$ cat src/rtl/target_judge.sv
// target_judge: presents one pseudo-random target per round, judges debounced
// button presses against it inside a timed window, and keeps score, streak and
// miss count. score/rng_modulus feed back to the random generator.
module target_judge #(
    parameter int NUM_TARGETS   = 10,
    parameter int GAP_CYCLES    = 200,
    parameter int WINDOW_CYCLES = 1000,
    parameter int HIT_POINTS    = 10,
    parameter int MAX_MISSES    = 3,
    parameter int MOD_OFFSET    = 97
) (
    input  logic                   clk,
    input  logic                   reset,
    input  logic                   start,
    input  logic [31:0]            ran_num_ten,
    input  logic [NUM_TARGETS-1:0] btn,
    output logic [3:0]             target_idx,
    output logic                   target_valid,
    output logic                   hit_pulse,
    output logic                   miss_pulse,
    output logic [31:0]            score,
    output logic [7:0]             streak,
    output logic [1:0]             misses,
    output logic                   game_over,
    output logic [31:0]            rng_modulus,
    output logic [2:0]             state_dbg
);

    // Handshake note: there is no valid/ready pair here; target_valid is a
    // level that is high exactly while the state is ARMED, and hit_pulse /
    // miss_pulse are single-cycle strobes asserted during the RESULT cycle.

    typedef enum logic [2:0] {
        S_IDLE   = 3'd0,
        S_GAP    = 3'd1,
        S_SAMPLE = 3'd2,
        S_ARMED  = 3'd3,
        S_RESULT = 3'd4,
        S_DONE   = 3'd5
    } state_t;

    localparam int CNT_MAX = (GAP_CYCLES > WINDOW_CYCLES) ? GAP_CYCLES : WINDOW_CYCLES;
    localparam int CNT_W   = $clog2(CNT_MAX + 1);

    state_t                 state_q, state_d;
    logic [CNT_W-1:0]       cnt_q, cnt_d;
    logic [3:0]             target_idx_q, target_idx_d;
    logic                   target_valid_q, target_valid_d;
    logic                   hit_pulse_q, hit_pulse_d;
    logic                   miss_pulse_q, miss_pulse_d;
    logic [31:0]            score_q, score_d;
    logic [7:0]             streak_q, streak_d;
    logic [1:0]             misses_q, misses_d;
    logic                   game_over_q, game_over_d;
    logic [31:0]            rng_modulus_q, rng_modulus_d;
    logic [NUM_TARGETS-1:0] btn_prev_q, btn_prev_d;

    logic [NUM_TARGETS-1:0] rise;
    logic [NUM_TARGETS-1:0] tgt_mask;
    logic [3:0]             samp_v;
    logic [3:0]             samp_idx;
    logic [33:0]            hit_sum;
    logic [31:0]            hit_score;
    logic [7:0]             hit_streak;

    // Edge detect, target fold and saturating hit arithmetic
    always_comb begin
        rise     = btn & ~btn_prev_q;
        tgt_mask = {{(NUM_TARGETS-1){1'b0}}, 1'b1} << target_idx_q;
        samp_v   = ran_num_ten[3:0];
        if ({1'b0, samp_v} < 5'(NUM_TARGETS)) begin
            samp_idx = samp_v;
        end else begin
            samp_idx = samp_v - 4'(NUM_TARGETS);
        end
        hit_sum    = {2'b00, score_q} + 34'(HIT_POINTS) + {26'd0, streak_q};
        hit_score  = (hit_sum[33:32] != 2'b00) ? 32'hFFFF_FFFF : hit_sum[31:0];
        hit_streak = (streak_q == 8'hFF) ? 8'hFF : streak_q + 8'd1;
    end

    // Next-state and next-output computation for the game FSM
    always_comb begin
        state_d        = state_q;
        cnt_d          = cnt_q;
        target_idx_d   = target_idx_q;
        target_valid_d = target_valid_q;
        hit_pulse_d    = 1'b0;
        miss_pulse_d   = 1'b0;
        score_d        = score_q;
        streak_d       = streak_q;
        misses_d       = misses_q;
        game_over_d    = game_over_q;
        btn_prev_d     = btn;

        case (state_q)
            S_IDLE: begin
                target_valid_d = 1'b0;
                if (start) begin
                    score_d     = 32'd0;
                    streak_d    = 8'd0;
                    misses_d    = 2'd0;
                    game_over_d = 1'b0;
                    cnt_d       = '0;
                    state_d     = S_GAP;
                end
            end
            S_GAP: begin
                if (!start) begin
                    state_d = S_IDLE;
                end else if (cnt_q == CNT_W'(GAP_CYCLES - 1)) begin
                    cnt_d   = '0;
                    state_d = S_SAMPLE;
                end else begin
                    cnt_d = cnt_q + 1'b1;
                end
            end
            S_SAMPLE: begin
                if (!start) begin
                    state_d = S_IDLE;
                end else begin
                    target_idx_d   = samp_idx;
                    target_valid_d = 1'b1;
                    cnt_d          = '0;
                    state_d        = S_ARMED;
                end
            end
            S_ARMED: begin
                if (!start) begin
                    // Abort discards any verdict this cycle would have produced
                    target_valid_d = 1'b0;
                    state_d        = S_IDLE;
                end else if (rise != '0 || cnt_q == CNT_W'(WINDOW_CYCLES - 1)) begin
                    // An edge on the last window cycle wins over the timeout
                    target_valid_d = 1'b0;
                    state_d        = S_RESULT;
                    if (rise != '0 && rise == tgt_mask) begin
                        hit_pulse_d = 1'b1;
                        score_d     = hit_score;
                        streak_d    = hit_streak;
                    end else begin
                        miss_pulse_d = 1'b1;
                        streak_d     = 8'd0;
                        misses_d     = misses_q + 2'd1;
                    end
                end else begin
                    cnt_d = cnt_q + 1'b1;
                end
            end
            S_RESULT: begin
                if (!start) begin
                    state_d = S_IDLE;
                end else if (miss_pulse_q && misses_q == 2'(MAX_MISSES)) begin
                    game_over_d = 1'b1;
                    state_d     = S_DONE;
                end else begin
                    cnt_d   = '0;
                    state_d = S_GAP;
                end
            end
            S_DONE: begin
                game_over_d = 1'b1;
                if (!start) begin
                    state_d = S_IDLE;
                end
            end
            default: begin
                target_valid_d = 1'b0;
                state_d        = S_IDLE;
            end
        endcase

        // Modulus tracks score on the same edge so it is never stale
        rng_modulus_d = score_d + 32'(MOD_OFFSET);
    end

    // State and output registers with synchronous reset
    always_ff @(posedge clk) begin
        if (reset) begin
            state_q        <= S_IDLE;
            cnt_q          <= '0;
            target_idx_q   <= 4'd0;
            target_valid_q <= 1'b0;
            hit_pulse_q    <= 1'b0;
            miss_pulse_q   <= 1'b0;
            score_q        <= 32'd0;
            streak_q       <= 8'd0;
            misses_q       <= 2'd0;
            game_over_q    <= 1'b0;
            rng_modulus_q  <= 32'(MOD_OFFSET);
            btn_prev_q     <= '1;
        end else begin
            state_q        <= state_d;
            cnt_q          <= cnt_d;
            target_idx_q   <= target_idx_d;
            target_valid_q <= target_valid_d;
            hit_pulse_q    <= hit_pulse_d;
            miss_pulse_q   <= miss_pulse_d;
            score_q        <= score_d;
            streak_q       <= streak_d;
            misses_q       <= misses_d;
            game_over_q    <= game_over_d;
            rng_modulus_q  <= rng_modulus_d;
            btn_prev_q     <= btn_prev_d;
        end
    end

    assign target_idx   = target_idx_q;
    assign target_valid = target_valid_q;
    assign hit_pulse    = hit_pulse_q;
    assign miss_pulse   = miss_pulse_q;
    assign score        = score_q;
    assign streak       = streak_q;
    assign misses       = misses_q;
    assign game_over    = game_over_q;
    assign rng_modulus  = rng_modulus_q;
    assign state_dbg    = state_q;

endmodule
$ cat config.mk
export PLATFORM = sky130hd
export DESIGN_NAME = target_judge
export DESIGN_NICKNAME = d
export VERILOG_FILES = /design/src/rtl/target_judge.sv
export SDC_FILE = /design/constraint.sdc
export NUM_CORES = 1
export LEC_CHECK = 0
export CORE_UTILIZATION = 52
export CTS_BUF_LIST = sky130_fd_sc_hd__clkbuf_4 sky130_fd_sc_hd__clkbuf_8 sky130_fd_sc_hd__clkbuf_16
export DETAILED_ROUTE_END_ITERATION = 10
export PLACE_DENSITY_LB_ADDON = 0.2
export SLEW_MARGIN = 20
export SYNTH_ARGS = -nofsm -noshare
export SYNTH_HDL_FRONTEND = slang
export SYNTH_SLANG_ARGS = --single-unit
$ cat constraint.sdc
create_clock -name clk -period 5.1 [get_ports clk]
set_clock_uncertainty 0.1 [all_clocks]
set_input_delay 1.02 -clock clk [delete_from_list [all_inputs] [get_ports clk]]
set_output_delay 1.02 -clock clk [all_outputs]
set_load 0.01 [all_outputs]
==> flow_summary.ini <==
[critical_path]
critPathMaxFanout = 6
cpPeakStageDelay_ns = 0.52
worstPathArrival_ns = 4.91
end_kind = flop
path_cells = clkdlybuf4s50_1 -> nor2b_1 -> xnor2_1 -> nand3_1 -> nor3_4 -> a31oi_1 -> a2111oi_0 -> buf_4 -> nand4_1 -> a211oi_4 -> nand4_4 -> nor4b_2 -> mux2_1
path_class = primary input to flop
rr_worst_depth = 15
critPathRequiredTime_ns = 5.25
cp_slowest_cell = a2111oi_0
critPathLaunchType = primary input

[synthesis]
synth_top_area_share_pct = 34.0
synth_compound_area_share_pct = 18.5
synthTopCellsByCount = 105 x dfxtp_1, 94 x nor2_1, 53 x nand2_1, 41 x a21oi_1, 30 x nor2b_1
synth_fa_ha_area_share_pct = 4.58
synth_xor_area_share_pct = 6.10
yosys.cell_types.count = 94
synth_top_family_by_area = simple AND/OR/NAND/NOR gates
synth-seq-cells = 105
avgSynthCellArea_um2 = 8.23
netlist_top_cells_area = dfxtp_1 34%, nor2_1 5.7%, ha_1 4.3%, xnor2_1 3.5%, a21oi_1 3.3%
async_flop_share_pct = 0
synth_top_area_cell = dfxtp_1
synth_area_um2 = 6170
ys_seq_area_share_pct = 34.0
syn-num-nets = 817
synth.area.mux_share_pct = 1.01
synth_edf_count = 0
netlist_instances = 750
synthSimpleGateAreaFrac_pct = 32.1
yosysWarnings = 0
yosysMostFrequentCell = dfxtp_1
synthFlopType = dfxtp_1

[routing]
drt.antenna.violating_nets = 0
firstDrtPassIters = 8
drtIter0Drc = 461
wirelength_um = 18400
via_per_inst = 6.08
drc = 12
vias = 6210
wl_per_cell_um = 18.0

[finish]
utilization_pct = 67.9
drive_gt1_share_pct = 11.7
antennaDiodeCount = 0
synthToLayoutAreaGrowth_pct = 26.6
layout.cells.non_filler = 1021
stdcell_area_um2 = 7820
nets = 940
n_fill_cell = 950

[floorplanning]
die_x_um = 111
dieArea_um2 = 12300
core-area_um2 = 11500
die_h_um = 111
start_util_pct = 53.6
ioPinCount = 130
row_count = 39

[timing]
slew_headroom_pct = 32.5
hold_viol_final = 0
maxSlewViolCount = 0
final.period_utilization_pct = 93.4
clock.fmax_ghz = 0.210
setup_viol = 0
fin_crit_ns = 4.76
final.setup.tns_ns = 0
worst_slew_pin_slew_ns = 1.01
rsz0062_at_grt = false

[run_status]
status = finished, violations left
violations = DRC

[power_and_ir_drop]
netSwitchingPower_mw = 0.387
power_mw = 1.66
clkPwrFrac_pct = 43.7
power_leakage_nw = 2.85
p_int_mw = 1.27
comb_power_share_pct = 6.4
swShare_pct = 23.3
seqPwrFrac_pct = 50.0
ir_drop_v = 0.000181
powerDensity_nw_per_um2 = 212

[global_routing]
grt_pass1_vias = 6014
grt_pass1_wl_um = 30300
grt_max_degree = 52
antenna_found_initial = 0
overflow = 0
grt_util_all_layers_pct = 30.8

[cts]
cts_max_level = 3
clock-root-buffer = clkbuf_16
cts_buffer_depth = 2
cts_setup_buffers = 0
cts_buffers = 9
postCtsHoldBufs = 0
clkTransAtPathRegs_ns = 0.07
insertion_delay_ns = 0.36
cts.sinks = 105
cts_tree = done
cts_resized = 0

[placed_design]
place_inst = 1005
dpl_cell_area_um2 = 7510
dp_hpwl_um = 13900
gp_congestion = 0.936
port_buffers = 101

[flow_run]
drv_cap = 0

[hold_path]
hp-class = flop to flop
min_path_cells = 2
==> power groups by stage <==
stage | Clock (mW) | Combinational, mW | Sequential [mW]
floorplan | 0 | 0.0619 | 0.847
global placement | 0 | 0.101 | 0.848
detailed placement | 0 | 0.104 | 0.849
CTS | 0.733 | 0.105 | 0.829
global route | 0.761 | 0.115 | 0.830
finish | 0.725 | 0.106 | 0.829
==> worst max-delay path: cells and delay by family <==
family | cells | cell delay (ns)
XOR/XNOR | 1 | 0.18
AND/OR/NAND/NOR | 6 | 1.56
multiplexers | 1 | 0.34
AO/OA/AOI/OAI | 3 | 1.11
buffers and inverters | 2 | 0.69
==> logic make-up after synthesis <==
| group | after synthesis |
|---|---|
| buffers and inverters | 49 |
| multiplexers | 6 |
| flip-flops | 105 |
| XOR/XNOR | 43 |
| AND/OR/NAND/NOR | 362 |
| adder cells (fa/ha/maj) | 22 |
| AO/OA/AOI/OAI | 163 |
==> metrics by stage <==
stage | hold WS [ns] | setup WS, ns
2_1_floorplan | 0.366 | 0.696
3_3_place_gp | 0.360 | 0.152
3_5_place_dp | 0.371 | 0.0721
4_1_cts | 0.380 | 0.426
5_1_grt | 0.391 | 0.0951
6_report | 0.381 | 0.338
==> state kept, by name, summed over array words and instances (netlist names) <==
name          cells
btn_prev_q       10
cnt_q            10
game_over         1
hit_pulse         1
miss_pulse        1
misses            2
rng_modulus      32
score            32
state_dbg         3
streak            8
target_idx        4
target_valid      1
==> cell type report <==
type | count | area [um^2] | area share (%)
multi-input combinational | 596 | 3850 | 49.2
clock inverter | 4 | 51.3 | 0.656
inverter | 20 | 75.1 | 0.960
timing repair buffer | 141 | 1310 | 16.7
clock buffer | 12 | 254 | 3.25
sequential | 105 | 2100 | 26.9
tap | 143 | 179 | 2.29
==> final timing paths <==
kind                   from              end  slack (ns)
hold / removal    misses[1]        misses[1]        0.38
setup reg to reg  streak[3]  rng_modulus[30]        0.39
hold reg to reg   misses[1]        misses[1]        0.38
setup / recovery     btn[2]  rng_modulus[31]        0.34
==> placed cells by master, fill, tap and decap left out, types with 10 or more instances in the layout <==
master           instances
o211ai_1                12
nor2b_1                 30
xor2_1                  18
nand3_1                 28
inv_1                   20
nor4_1                  10
nand2_1                 53
a31oi_1                 16
xnor2_1                 25
and3_1                  10
or3_1                   10
or2_2                   14
buf_4                   40
nor2_1                  94
ha_1                    21
nor3_1                  26
a21oi_1                 41
nand2b_1                14
o21ai_0                 19
nand4_1                 18
dfxtp_1                105
clkdlybuf4s50_1        100
==> metal layers <==
| metal | part of all wire, % | global-route usage [%] | vias to the layer above |
|---|---|---|---|
| met3 | 5.5 | 3.99 | 35 |
| met5 | 0 | 0 | - |
| met2 | 48 | 53.1 | 225 |
| li1 | - | - | 2958 |
| met1 | 44 | 38.8 | 2992 |
| met4 | 2.7 | 12.9 | 0 |
(Power assumes the default switching activity.)
